==> src/rtl/data_buffer_arbiter_pkg.sv <==
// Shared constants and state encoding for the endpoint data buffer arbiter.
package data_buffer_arbiter_pkg;

   localparam int unsigned DEPTH  = 64;
   localparam int unsigned ADDR_W = 6;
   localparam int unsigned OCC_W  = ADDR_W + 1;

   typedef enum logic [2:0] {
      IDLE      = 3'd0,
      AHB_FILL  = 3'd1,
      USB_SEND  = 3'd2,
      USB_RECV  = 3'd3,
      AHB_DRAIN = 3'd4
   } arb_state_t;

endpackage

==> src/rtl/data_buffer_arbiter_ptr.sv <==
// Modulo-depth buffer pointer with increment enable and synchronous clear.
module buffer_ptr_counter
   import data_buffer_arbiter_pkg::*;
#(
   parameter int unsigned PTR_DEPTH = DEPTH,
   parameter int unsigned PTR_W     = ADDR_W
) (
   input  logic             clk,
   input  logic             n_rst,
   input  logic             clr,
   input  logic             inc,
   output logic [PTR_W-1:0] ptr
);

   // pointer register, wraps from PTR_DEPTH-1 back to zero
   always_ff @(posedge clk or negedge n_rst) begin
      if (!n_rst) begin
         ptr <= {PTR_W{1'b0}};
      end else if (clr) begin
         ptr <= {PTR_W{1'b0}};
      end else if (inc) begin
         ptr <= (ptr == PTR_W'(PTR_DEPTH - 1)) ? {PTR_W{1'b0}} : ptr + PTR_W'(1);
      end else begin
         ptr <= ptr;
      end
   end

endmodule

==> src/rtl/data_buffer_arbiter.sv <==
// Sequences AHB and USB access to the shared endpoint buffer and tracks
// pointers, occupancy and access errors.
module data_buffer_arbiter
   import data_buffer_arbiter_pkg::*;
(
   input  logic              clk,
   input  logic              n_rst,
   input  logic              clr,
   input  logic              ahb_store,
   input  logic              ahb_get,
   input  logic              usb_store,
   input  logic              usb_get,
   input  logic              rx_done,
   output logic              buf_wen,
   output logic              buf_ren,
   output logic [ADDR_W-1:0] write_ptr,
   output logic [ADDR_W-1:0] read_ptr,
   output logic [OCC_W-1:0]  buffer_occupancy,
   output logic              usb_owns,
   output logic              overflow_err,
   output logic              underflow_err,
   output logic              conflict_err
);

   arb_state_t       state_r, next_state_s;
   logic [OCC_W-1:0] occ_r;
   logic             wr_req_s, rd_req_s, conf_s, idle_unf_s;
   logic             full_s, empty_s, last_s, wen_s, ren_s;
   logic             ovf_r, unf_r, conf_r;

   assign full_s  = (occ_r == OCC_W'(DEPTH));
   assign empty_s = (occ_r == OCC_W'(0));
   assign last_s  = (occ_r == OCC_W'(1));

   // next-state and request qualification; clr suppresses everything
   always_comb begin
      next_state_s = state_r;
      wr_req_s     = 1'b0;
      rd_req_s     = 1'b0;
      conf_s       = 1'b0;
      idle_unf_s   = 1'b0;
      if (clr) begin
         next_state_s = IDLE;
      end else begin
         case (state_r)
            IDLE: begin
               wr_req_s   = usb_store | ahb_store;
               conf_s     = usb_store & ahb_store;
               idle_unf_s = ahb_get | usb_get;
               if (usb_store) begin
                  next_state_s = USB_RECV;
               end else if (ahb_store) begin
                  next_state_s = AHB_FILL;
               end else begin
                  next_state_s = IDLE;
               end
            end
            AHB_FILL: begin
               rd_req_s = usb_get;
               wr_req_s = ahb_store & ~usb_get;
               conf_s   = usb_store | ahb_get | (usb_get & ahb_store);
               if (usb_get && !empty_s) begin
                  next_state_s = last_s ? IDLE : USB_SEND;
               end else begin
                  next_state_s = AHB_FILL;
               end
            end
            USB_SEND: begin
               rd_req_s = usb_get;
               conf_s   = ahb_store | ahb_get | usb_store;
               if (usb_get && last_s) begin
                  next_state_s = IDLE;
               end else begin
                  next_state_s = USB_SEND;
               end
            end
            USB_RECV: begin
               wr_req_s = usb_store;
               conf_s   = ahb_store | ahb_get | usb_get;
               // occupancy after this edge is zero only if empty and nothing stored now
               if (rx_done) begin
                  next_state_s = (empty_s && !usb_store) ? IDLE : AHB_DRAIN;
               end else begin
                  next_state_s = USB_RECV;
               end
            end
            AHB_DRAIN: begin
               rd_req_s = ahb_get;
               conf_s   = ahb_store | usb_store | usb_get;
               if (ahb_get && last_s) begin
                  next_state_s = IDLE;
               end else begin
                  next_state_s = AHB_DRAIN;
               end
            end
            default: begin
               next_state_s = IDLE;
            end
         endcase
      end
   end

   assign wen_s    = wr_req_s & ~full_s;
   assign ren_s    = rd_req_s & ~empty_s;
   assign buf_wen  = wen_s;
   assign buf_ren  = ren_s;
   assign usb_owns = (state_r == USB_SEND) || (state_r == USB_RECV);

   // state, occupancy and error pulse registers
   always_ff @(posedge clk or negedge n_rst) begin
      if (!n_rst) begin
         state_r <= IDLE;
         occ_r   <= OCC_W'(0);
         ovf_r   <= 1'b0;
         unf_r   <= 1'b0;
         conf_r  <= 1'b0;
      end else begin
         state_r <= next_state_s;
         if (clr) begin
            occ_r <= OCC_W'(0);
         end else if (wen_s) begin
            occ_r <= occ_r + OCC_W'(1);
         end else if (ren_s) begin
            occ_r <= occ_r - OCC_W'(1);
         end else begin
            occ_r <= occ_r;
         end
         ovf_r  <= wr_req_s & full_s;
         unf_r  <= (rd_req_s & empty_s) | idle_unf_s;
         conf_r <= conf_s;
      end
   end

   assign buffer_occupancy = occ_r;
   assign overflow_err     = ovf_r;
   assign underflow_err    = unf_r;
   assign conflict_err     = conf_r;

   buffer_ptr_counter u_wr_ptr (
      .clk   (clk),
      .n_rst (n_rst),
      .clr   (clr),
      .inc   (wen_s),
      .ptr   (write_ptr)
   );

   buffer_ptr_counter u_rd_ptr (
      .clk   (clk),
      .n_rst (n_rst),
      .clr   (clr),
      .inc   (ren_s),
      .ptr   (read_ptr)
   );

endmodule

==> config.mk <==
export PLATFORM = sky130hd
export DESIGN_NAME = data_buffer_arbiter
export DESIGN_NICKNAME = d
export VERILOG_FILES = /design/src/rtl/data_buffer_arbiter_pkg.sv /design/src/rtl/data_buffer_arbiter_ptr.sv /design/src/rtl/data_buffer_arbiter.sv
export SDC_FILE = /design/constraint.sdc
export NUM_CORES = 1
export LEC_CHECK = 0
export ABC_CLOCK_PERIOD_IN_PS = 3800
export CAP_MARGIN = 20
export CELL_PAD_IN_SITES_DETAIL_PLACEMENT = 0
export CELL_PAD_IN_SITES_GLOBAL_PLACEMENT = 1
export CORE_MARGIN = 1
export CORE_UTILIZATION = 43
export CTS_BUF_LIST = sky130_fd_sc_hd__clkbuf_8
export DETAILED_ROUTE_END_ITERATION = 6
export PLACE_DENSITY = 0.88
export SETUP_SLACK_MARGIN = 0.05
export SLEW_MARGIN = 20
export SYNTH_ARGS = -nofsm -noshare
export SYNTH_HDL_FRONTEND = slang
export SYNTH_HIERARCHICAL = 1
export SYNTH_SLANG_ARGS = --single-unit
==> constraint.sdc <==
create_clock -name clk -period 3.8 [get_ports clk]
set_clock_uncertainty 0.1 [all_clocks]
set_input_delay 0.76 -clock clk [delete_from_list [all_inputs] [get_ports clk]]
set_output_delay 0.76 -clock clk [all_outputs]
set_load 0.05 [all_outputs]
==> flow_summary.toml <==
[run_status]
status = "finished, final reports clean"

[floorplan]
fp.dieH_um = 62.8
ios = 33
initial_core_util_pct = 46.2
dieArea_um2 = 3950
die_w_um = 62.8
core-area_um2 = 3440
rows = 21

[clock_network]
cts_resized = 0
cts_buffers = 3
root_buffer = "clkbuf_8"
cts_tree = "done"
clk-insertion-delay-late_ns = 0.27
h-tree-depth = 1
path_clk_slew_ns = 0.09
post-cts-setup-buffers = 0
cts_sinks = 25
clock_path_buffers = 2
holdBufCountCts = 0

[setup_path]
crit_required_ns = 2.94
r2r_setup_slack_ns = 1.43
path_class = "in2out"
worst_r2r_path_depth = 7
rr_startpoint = "state_r[1]"
critPathBufInv = 2
worstPathCellList = "clkdlybuf4s50_1 -> or2_1 -> a211oi_4 -> nor2_2 -> buf_12"
cpLargestDelayFamily = "buffers and inverters"
worst_setup_path_start_kind = "primary input"
cpPeakStageDelay_ns = 0.50
worstPathArrival_ns = 2.20
r2r_end = "u_rd_ptr/ptr[5]"
worstPathMaxFanout = 6
endpoint_kind = "output pin"
slowest_stage = "clkdlybuf4s50_1"

[routing]
via_per_inst = 5.71
drt_iter0_drc = 62
drc_errors = 0
ant_nets = 0
wl_per_cell_um = 14.7
via_count = 1463
routed_wl_um = 3760
drt_first_pass_iters = 5

[power_and_ir_drop]
p_clk_share_pct = 15.3
vdd_ir_drop_max_v = 0.000271
pwr_density_cell_nw_per_um2 = 507
power_frac_comb_pct = 49.2
seq_power_share_pct = 35.5
p_leak_nw = 0.802
sw_frac_of_total_pct = 45.1
p_int_mw = 0.563
net-switching-power_mw = 0.463
p_total_mw = 1.03

[flow_run]
cap_viol_max_count = 0

[sta]
finalCritPeriodShare_pct = 80.6
min_period_ns = 3.06
maxSlewViolCount = 0
relSlewSlack_pct = 62.2
timing.fmax_mhz = 326
setup_violations = 0
grt_setup_unrepaired = "false"
tightest_slew_ns = 0.567
hold_viol = 0
tns_ns = 0
hold_ws_ns = 0.373

[place]
hpwl_um = 2840
place_congestion = 0.844
port-buffer-count = 32

[yosys]
synth.avg_cell_area_um2 = 8.99
yosysUniqueCellTypes = 43
ys_top_cells_by_area = "dfrtp_1 39%, ha_1 4.7%, nor2_1 3.5%, nor3_1 3.5%, a21oi_1 3.1%"
ys_warn_count = 6
syn_nets = 191
netlist_area_um2 = 1590
synth_top_area_share_pct = 39.3
ys.flop_type = "dfrtp_1"
synth_edf_count = 0
synthCells = 177
synthArstFlopShare_pct = 100
yosysTopAreaCell = "dfrtp_1"
ys_ff_latch = 25
yosysSeqAreaShare_pct = 39.3

[hold_path]
hold_path_class = "in2async"

[final_layout]
area_growth_pct = 27.0
antenna_cells = 0
final_common_cell = "clkdlybuf4s50_1"
layout-drive-gt1-share_pct = 9.05
final_cell_mix = "29 x clkdlybuf4s50_1, 25 x dfrtp_1, 15 x nor2_1"
fillers = 311
nets = 225

[global_route]
antenna_found_initial = 0
grt_pass1_vias = 1429
grt_max_degree = 26
grt_overflow = 0
grt_usage_pct = 21.0
grt_pass1_wl_um = 6610
==> area by class of cell <==
type / instances / area [um2] / share of cell area (%)
timing repair buffer: 36 / 365 / 18.1
clock inverter: 1 / 3.75 / 0.186
tap: 46 / 57.6 / 2.85
inverter: 5 / 18.8 / 0.928
multi-input combinational: 140 / 910 / 45.0
clock buffer: 3 / 41.3 / 2.04
sequential: 25 / 626 / 30.9
==> state kept, by name (all words and copies together), names as in the netlist <==
signal and count:
buffer_occupancy 7, u_rd_ptr/ptr 6, overflow_err 1, underflow_err 1
conflict_err 1, u_wr_ptr/ptr 6, state_r 3
==> worst max-delay path by stage <==
stage / start / to / slack, ns / cells past startpoint
6_report: usb_store / buf_wen / 0.74 / 5
2_1_floorplan: buffer_occupancy[0] / u_rd_ptr/ptr[5] / 0.94 / 9
3_3_place_gp: clr / buf_ren / 0.80 / 5
3_5_place_dp: usb_store / buf_wen / 0.74 / 5
4_1_cts: usb_store / buf_wen / 0.73 / 5
5_1_grt: usb_store / buf_wen / 0.65 / 5
==> synthesized netlist by cell type, drive strengths merged, types with 6 or more instances <==
cell and instances:
nand2 10, nor2 18, dfrtp 25, o21ai 7
nand3 7, nor3 11, nand4 8, nand2b 7
a21oi 10, ha 6
==> layer usage <==
layer / GRT usage (%) / vias to the layer above / share of wire, %
met4: 6.40 / 0 / 1.3
met3: 2.74 / 4 / 4.7
met1: 28.3 / 702 / 45
met5: 0 / - / 0
met2: 34.9 / 44 / 49
li1: - / 713 / -
==> cells by family (layout without fill, tap and decap cells) <==
| family | count (synthesis) | in the layout | share of synthesized area, % |
|---|---|---|---|
| flip-flops | 25 | 25 | 39.3 |
| adder cells (fa/ha/maj) | 6 | 6 | 4.72 |
| XOR/XNOR | 5 | 5 | 2.75 |
| AND/OR/NAND/NOR | 84 | 84 | 29.4 |
| buffers and inverters | 12 | 45 | 3.54 |
| AO/OA/AOI/OAI | 39 | 39 | 16.4 |
| multiplexers | 6 | 6 | 3.85 |
==> power groups by stage <==
| stage | combinational [mW] | clock (mW) | sequential [mW] |
|---|---|---|---|
| 4_1_cts | 0.508 | 0.158 | 0.364 |
| 3_3_place_gp | 0.501 | 0 | 0.367 |
| 2_1_floorplan | 0.287 | 0 | 0.435 |
| 5_1_grt | 0.546 | 0.168 | 0.375 |
| 6_report | 0.504 | 0.157 | 0.364 |
| 3_5_place_dp | 0.506 | 0 | 0.369 |
==> metrics by stage <==
| stage | instance area [um2] | setup slack, ns | instances | utilization, % |
|---|---|---|---|---|
| 2_1_floorplan | 1590 | 0.938 | 177 | - |
| 3_3_place_gp | 1980 | 0.796 | 252 | 57.6 |
| 3_5_place_dp | 1980 | 0.736 | 252 | 57.4 |
| 4_1_cts | 2020 | 0.735 | 256 | 58.7 |
| 5_1_grt | 2020 | 0.651 | 256 | 58.7 |
| 6_report | 2020 | 0.736 | 256 | 58.7 |
Note: power is estimated with default switching activity, not from simulation.
